File: config.mk
export PLATFORM = sky130hd
export DESIGN_NAME = glyph_fetch_ctrl
export DESIGN_NICKNAME = d
export VERILOG_FILES = /design/src/rtl/glyph_fetch_ctrl_pkg.sv /design/src/rtl/glyph_fetch_ctrl_key_debounce.sv /design/src/rtl/glyph_fetch_ctrl.sv
export SDC_FILE = /design/constraint.sdc
export NUM_CORES = 1
export LEC_CHECK = 0
export CORE_MARGIN = 2
export CORE_UTILIZATION = 36
export CTS_CLUSTER_SIZE = 28
export DETAILED_ROUTE_END_ITERATION = 8
export GPL_TIMING_DRIVEN = 0
export SLEW_MARGIN = 0
export SYNTH_ARGS = -nofsm -noshare
export SYNTH_HDL_FRONTEND = slang
export SYNTH_SLANG_ARGS = --single-unit
File: constraint.sdc
create_clock -name clock -period 3.1 [get_ports clock]
set_input_delay 0.31 -clock clock [delete_from_list [all_inputs] [get_ports clock]]
set_output_delay 0.31 -clock clock [all_outputs]
set_load 0.02 [all_outputs]
File: src/rtl/glyph_fetch_ctrl_pkg.sv
// Shared constants and types for the glyph fetch controller and its key debouncers.
package glyph_fetch_ctrl_pkg;

    localparam int glyphBytes = 5;     // ROM bytes (rows) per glyph
    localparam int glyphWidth = 8;     // pixels per glyph row
    localparam int charCount  = 26;    // 'A' .. 'Z'

    localparam logic [23:0] colourBlack = 24'h000000;
    localparam logic [23:0] colourWhite = 24'hFFFFFF;

    typedef enum logic [1:0] {
        keyIdle     = 2'd0,
        keyDebounce = 2'd1,
        keyHeld     = 2'd2
    } keyState_t;

    // ROM byte address of one glyph row; the largest result is 25*5+4 = 129, so 11 bits never wrap.
    function automatic logic [10:0] glyphAddr(input logic [5:0] index, input logic [2:0] row);
        return 11'(index) * 11'(glyphBytes) + 11'(row);
    endfunction

endpackage

File: src/rtl/glyph_fetch_ctrl_key_debounce.sv
// Debounces one active-low key and emits a single-cycle pulse per accepted press.
module key_debounce
    import glyph_fetch_ctrl_pkg::*;
#(
    parameter logic [15:0] debounceCycles = 16'd50000
) (
    input  logic clock,
    input  logic reset,
    input  logic keyRaw,
    output logic pressPulse
);

    logic [1:0]  syncChain;
    logic        keyLow;
    keyState_t   state, nextState;
    logic [15:0] count, nextCount;

    assign keyLow = ~syncChain[1];

    // Two-flop synchroniser; resets to the released (high) level.
    always_ff @(posedge clock) begin
        if (reset) syncChain <= 2'b11;
        else       syncChain <= {syncChain[0], keyRaw};
    end

    // State and debounce counter registers.
    always_ff @(posedge clock) begin
        if (reset) begin
            state <= keyIdle;
            count <= '0;
        end else begin
            state <= nextState;
            count <= nextCount;
        end
    end

    // Next-state logic: count stable-low cycles, pulse once, wait for release.
    always_comb begin
        nextState  = state;
        nextCount  = count;
        pressPulse = 1'b0;
        case (state)
            keyIdle: begin
                nextCount = '0;
                if (keyLow) nextState = keyDebounce;
            end
            keyDebounce: begin
                if (!keyLow) begin
                    nextState = keyIdle;
                    nextCount = '0;
                end else if (count == debounceCycles - 16'd1) begin
                    pressPulse = 1'b1;
                    nextState  = keyHeld;
                    nextCount  = '0;
                end else begin
                    nextCount = count + 16'd1;
                end
            end
            keyHeld: begin
                if (!keyLow) nextState = keyIdle;
            end
            default: begin
                nextState = keyIdle;
                nextCount = '0;
            end
        endcase
    end

endmodule

File: src/rtl/glyph_fetch_ctrl.sv
// Two-stage pixel pipeline that renders one magnified ROM glyph, with key-driven glyph selection.
module glyph_fetch_ctrl
    import glyph_fetch_ctrl_pkg::*;
#(
    parameter int          hLength        = 11,
    parameter int          vLength        = 11,
    parameter int          originX        = 64,
    parameter int          originY        = 64,
    parameter int          scaleShift     = 3,
    parameter logic [15:0] debounceCycles = 16'd50000
) (
    input  logic               clock,
    input  logic               reset,
    input  logic               key0,
    input  logic               key1,
    input  logic [hLength-1:0] hCount,
    input  logic [vLength-1:0] vCount,
    input  logic               activeVideo,
    output logic [10:0]        romAddress,
    input  logic [7:0]         romData,
    output logic [23:0]        dataOutput,
    output logic               dataValid,
    output logic [5:0]         charIndex
);

    localparam int boxWidth  = glyphWidth << scaleShift;
    localparam int boxHeight = glyphBytes << scaleShift;

    logic               advancePulse, homePulse;
    logic [5:0]         pendingIndex;
    logic [hLength-1:0] hOffset;
    logic [vLength-1:0] vOffset;
    logic               pixInBox, frameStart;
    logic [2:0]         pixRow, pixCol;
    logic               inBox_p1, vld_p1;
    logic [2:0]         col_p1;

    key_debounce #(.debounceCycles(debounceCycles)) advanceKey (
        .clock(clock), .reset(reset), .keyRaw(key0), .pressPulse(advancePulse)
    );

    key_debounce #(.debounceCycles(debounceCycles)) homeKey (
        .clock(clock), .reset(reset), .keyRaw(key1), .pressPulse(homePulse)
    );

    // Offsets wrap below the origin, so the lower bound is tested on the raw counters.
    assign hOffset    = hCount - hLength'(originX);
    assign vOffset    = vCount - vLength'(originY);
    assign pixInBox   = activeVideo
                        && (hCount >= hLength'(originX)) && (hOffset < hLength'(boxWidth))
                        && (vCount >= vLength'(originY)) && (vOffset < vLength'(boxHeight));
    assign pixCol     = 3'(hOffset >> scaleShift);
    assign pixRow     = 3'(vOffset >> scaleShift);
    assign frameStart = (hCount == '0) && (vCount == '0);

    // Glyph selection: presses accumulate any time, the display copy changes only at frame start.
    always_ff @(posedge clock) begin
        if (reset) begin
            pendingIndex <= '0;
            charIndex    <= '0;
        end else begin
            if (homePulse)
                pendingIndex <= '0;
            else if (advancePulse)
                pendingIndex <= (pendingIndex == 6'(charCount - 1)) ? 6'd0 : pendingIndex + 6'd1;
            if (frameStart)
                charIndex <= pendingIndex;
        end
    end

    // ---- stage 1: box test and ROM address (address holds outside the box) ----
    always_ff @(posedge clock) begin
        if (reset) begin
            romAddress <= '0;
            inBox_p1   <= 1'b0;
            vld_p1     <= 1'b0;
            col_p1     <= '0;
        end else begin
            inBox_p1 <= pixInBox;
            vld_p1   <= activeVideo;
            col_p1   <= pixCol;
            if (pixInBox) romAddress <= glyphAddr(charIndex, pixRow);
        end
    end

    // ---- stage 2: pixel colour from the ROM bit (bit 7 is the leftmost pixel) ----
    always_ff @(posedge clock) begin
        if (reset) begin
            dataOutput <= colourBlack;
            dataValid  <= 1'b0;
        end else begin
            dataValid <= vld_p1;
            if (!vld_p1)
                dataOutput <= colourBlack;
            else if (inBox_p1 && romData[3'd7 - col_p1])
                dataOutput <= colourBlack;
            else
                dataOutput <= colourWhite;
        end
    end

endmodule

== Word level (Yosys, flattened, before mapping) ==
Index checks and enable logic that the tools add are counted.

* Register bits after elaboration: 93
* Bits of input ports: 35
* Output and inout port bits: 42
* Logic and storage cells: 81

* $add $sub $neg: 7
* Multipliers: 1
* $lt $le $gt $ge: 5
* Equal/unequal tests: 13
* Muxes and demuxes: 26
* Bitwise operators: 1
* Reduce and logical (&&, ||, !) cells: 14

{| class="wikitable"
|+ Operators with widths
! cell !! count
|-
| $mux W16 || 4
|-
| $pmux W16 S2 || 2
|-
| $add A16 B1 Y16 const B || 2
|-
| $eq A16 B16 Y1 const B || 2
|-
| $mux W24 || 1
|-
| $ge A11 B7 Y1 const B || 2
|-
| $logic_not A11 Y1 || 2
|-
| $sub A11 B7 Y11 const B || 2
|-
| $mux W2 || 8
|-
| $pmux W2 S3 || 2
|-
| $lt A11 B6 Y1 const B || 1
|-
| $lt A11 B7 Y1 const B || 1
|-
| $add A9 B3 Y10 || 1
|-
| $mul A6 B3 Y9 const B || 1
|-
| $mux W1 || 7
|-
| $add A6 B1 Y6 const B || 1
|-
| $eq A6 B5 Y1 const B || 1
|-
| $logic_and A1 B1 Y1 || 6
|-
| $mux W6 || 1
|-
| $ne A3 B1 Y1 const B || 2
|-
| $reduce_and A3 Y1 || 2
|-
| $eq A2 B1 Y1 const B || 2
|-
| $eq A2 B2 Y1 const B || 2
|-
| $logic_not A2 Y1 || 2
|-
| 7 further kinds || 10
|}

== Logic depth before layout (Yosys ltp) ==
* Depth in word-level cells: 5
* Gate-level depth with buffers: 7
* Gate-level depth less buffers: 7

== Hierarchy ==
Synthesis repeated with hierarchy kept, for this count alone.

* Cells, all modules: 442
* Area total of the unflattened synthesis: 3915.0 µm²

{| class="wikitable"
|+ By module, submodules not included
! module !! instances !! cells an instance !! area each (µm²) !! seq. area each (µm²)
|-
| glyph_fetch_ctrl || 1 || 228 || 2010.7 || 560.5
|-
| key_debounce || 2 || 107 || 952.2 || 400.4
|}

== Worst setup path after synthesis ==
Ideal clock, no wire load.

* Path type: reg-to-reg
* Start: register charIndex[2]
* End: register romAddress[5]
* Library setup time: 0.070 ns
* Arrival: 2.503 ns
* Data required time: 3.030 ns
* Setup slack: 0.526 ns
* Stages on the path, launching flop included: 8
* Buffers on the path: 0
* Period minus slack after synthesis: 2.574 ns
* Cell sequence: dfxtp_1 > ha_1 > ha_1 > fa_1 > a211oi_1 > nor2_1 > or4_1 > a21oi_1

* Longest elaborated chain between the ends: 2

{| class="wikitable"
|+ Ends and longest elaborated chain
! what !! line !! RTL
|-
| start, declared || glyph_fetch_ctrl.sv:23 || <nowiki>output logic [5:0] charIndex</nowiki>
|-
| start signal, assigned || glyph_fetch_ctrl.sv:67 || <nowiki>charIndex <= pendingIndex;</nowiki>
|-
| $mul A6 B3 Y9 || glyph_fetch_ctrl_pkg.sv:19 || <nowiki>return 11'(index) * 11'(glyphBytes) + 11'(row);</nowiki>
|-
| $add A9 B3 Y10 || glyph_fetch_ctrl_pkg.sv:19 ||
|-
| end signal, assigned || glyph_fetch_ctrl.sv:82 || <nowiki>if (pixInBox) romAddress <= glyphAddr(charIndex, pixRow);</nowiki>
|-
| end, declared || glyph_fetch_ctrl.sv:19 || <nowiki>output logic [10:0] romAddress,</nowiki>
|}

No other way between the ends.
A chain may end at the register's enable or synchronous reset.

== Final worst setup path ==
Ends and elaborated chain as after synthesis.

==> results by group <==
Routing
  – Final ANT Viol Nets: 0
  – Wire per inst: 15.0 µm
  – Initial DRC count: 131
  – Via-to-Cell Ratio: 5.41
  – Via Count: 3700
  – Routed WL: approximately 10 mm
  – DR DRC count: 0
  – DRT Pass-1 Iters: 4

Placement
  – Post-DP Area: 4900 µm²
  – Post-DP HPWL: 7.68 mm
  – Placer Congestion: 0.850
  – Port bufs: 73

Pwr
  – Worst vdd ir: 0.000167 V
  – Clock Power Share: 46.2%
  – Pint: 1.53 mW
  – Flop pwr share: 45.1%
  – Power per cell area: approximately 380 nW/µm²
  – Comb power frac: a little under 9%
  – Power Total: 1.97 mW
  – P_sw: about 440 µW
  – P_leak: 1.81 nW
  – Net Sw Frac: 22.2%

Global route
  – Initial antenna violation count: 0
  – Vias in the first global route: ~3600
  – Grt total ovfl: 0
  – Largest net degree at the start of global routing: 25
  – Global Route Usage Sum: 18.1%
  – First-pass GRT wire length: 17.1 mm

Clock tree
  – Setup Buffers After CTS: 0
  – Clock transition at path regs: 0.08 ns
  – Num Clock Sinks: a little under 70
  – Num CTS Buffers: 9
  – Clk_lat worst skew: ~0.35 ns
  – H-Tree Depth: 3
  – CTS Root Cell: clkbuf_8
  – Post-cts resize count: 0
  – CTS tree: built
  – CTS max path bufs: 2
  – Hold buffer count at CTS: 0

Timing
  – # setup viols final: 0
  – RSZ-0062 raised after global routing: false
  – Maximum clock rate: 379 MHz
  – Fin crit share: 85.1%
  – Max Slew Vio Count: 0
  – Min Tclk post-route: around 2.6 ns
  – Setup TNS: 0 ns
  – Worst slew pin tran: 0.715 ns
  – Clock Skew: 0.00907 ns
  – Slew headroom: 51.8%
  – Final Hold Fails: 0

Synthesis
  – Synth Area per Inst: 8.80 µm²
  – Ys Warns: 0
  – EDFF count, synth: 0
  – Synth cell types: between 60 and 70
  – Syn Inst Count: 454
  – Flops & latches, synth: 68
  – Cell area after synthesis: 3990 µm²
  – Async SR Flop Fraction: 0%
  – Primary FF master, synth: dfxtp_1
  – Seq/Total Area, Yosys: 34.1%

Die
  – Rows: 38
  – Die height: between 100 and 150 µm
  – I/O pins: 77
  – Area of the core: 10800 µm²
  – Die width: 109 µm
  – Starting Density: a little under two fifths
  – Die area: 12000 µm²

Setup path
  – Worst EP required: 3.38 ns
  – CP endpoint kind: register
  – Cell Chain, Critical Path: ha_1 > ha_1 > fa_1 > a211oi_1 > nor2_1 > or4_1 > a21oi_1
  – Critical Path Source Type: register
  – Worst path top cell family by delay: adder cells
  – CP Class: reg2reg
  – Buf+Inv Stages, Crit Path: 0
  – CP most frequent cell: ha_1
  – Biggest fanout along the worst timing path: 4
  – CP Data Arrival Time: 2.92 ns
  – Slowest library cell on the worst path: fa_1
  – Max incr delay on CP: 0.50 ns

Finish
  – Final instance area: roughly 5000 µm²
  – Most common cell after layout, fill and taps aside: clkdlybuf4s50_1
  – Ant. Diodes: 0
  – Final nets: 601
  – Share of layout cells above drive strength 1: 12.1%
  – Area growth syn-to-layout: 29.0%
  – Commonest cells after routing, fill and taps aside: 73 x clkdlybuf4s50_1, 68 x dfxtp_1, 26 x ha_1

Run status
  – Status: completed

Worst hold path
  – HP Class: in2reg

Flow run
  – # Max-Cap Violations: 0
-- routing by layer --
| metal | global-route usage (%) | routed length (µm) | up-vias |
|---|---|---|---|
| met4 | 7.32 | 169 | 0 |
| met1 | 23.4 | 4860 | 1768 |
| met2 | 30.1 | 4900 | 71 |
| li1 | - | - | 1849 |
| met5 | 0 | 0 | - |
| met3 | 2.90 | 350 | 12 |
-- worst reg2reg max path, cell delays in order (launching register included) --
cell	delay [ns]
dfxtp_1	0.40
ha_1	0.26
ha_1	0.32
fa_1	0.50
a211oi_1	0.39
nor2_1	0.08
or4_1	0.48
a21oi_1	0.16
-- logic make-up (layout without fill, tap and decap cells) --
logic type	after synthesis	after routing	share of synthesized area [%]
mux	4	4	1.66
simple gates	181	181	26.9
buf+inv	64	153	9.15
flops	68	68	34.1
other cells	1	2	0.0939
compound gates	92	92	15.7
xor+xnor	17	17	3.73
fa+ha+maj	27	27	8.65
-- power groups by stage --
stage          clock (mW)  sequential [mW]  combinational [mW]
6_report            0.910            0.887               0.172
5_1_grt             0.970            0.888               0.185
4_1_cts             0.928            0.887               0.173
3_5_place_dp            0            0.907               0.173
3_3_place_gp            0            0.907               0.169
2_1_floorplan           0            0.907              0.0829
-- registers in the layout (all words and copies together) (netlist names), 3 cells and up --
signal / cells
advanceKey.count: 16
homeKey.count: 16
romAddress: 9
charIndex: 6
pendingIndex: 6
col_p1: 3
-- metrics by stage --
stage	cells	hold WS, ns	util, %	setup WS, ns
floorplan	455	0.389	-	0.526
finish	684	0.216	47.5	0.461
detailed placement	668	0.400	45.2	0.153
global route	684	0.227	47.5	0.335
global placement	668	0.396	45.2	0.198
CTS	684	0.202	47.5	0.459
-- final timing paths --
kind	start	to	slack, ns	cells past startpoint
max	charIndex[2]	romAddress[5]	0.46	7
max reg2reg	charIndex[2]	romAddress[5]	0.46	7
min	reset	dataValid	0.22	2
min reg2reg	homeKey.syncChain[0]	homeKey.syncChain[1]	0.42	1
-- layout make-up --
type	instances	area, µm²
tap	140	175
clock buffer	10	138
buffer	46	298
inverter	18	67.6
fill	1070	5690
multi-input combinational	323	2270
sequential	68	1360
clock inverter	6	111
timing repair buffer	73	731
-- cells in the mapped netlist, drive strengths merged, types with 3 or more instances --
cell	instances	area, µm²
dfxtp	68	1360
buf	30	223
ha	26	325
nand2	25	93.8
nand3	24	125
a21oi	22	110
nand4	22	138
nor3	20	100
o21ai	20	100
inv	18	67.6
a211oi	16	125
clkbuf	15	66.3
nor2	14	52.6
nor4	12	90.1
or4	12	90.1
nor2b	10	70.1
xnor2	10	87.6
or2	7	43.8
xor2	7	61.3
nor3b	6	45.0
o31ai	6	45.0
and4	5	43.8
or3	5	31.3
nor4b	4	35.0
o41ai	4	42.6
a21o	3	22.5
and2	3	18.8
and3	3	20.0
Note: power is estimated with default switching activity, not from simulation.
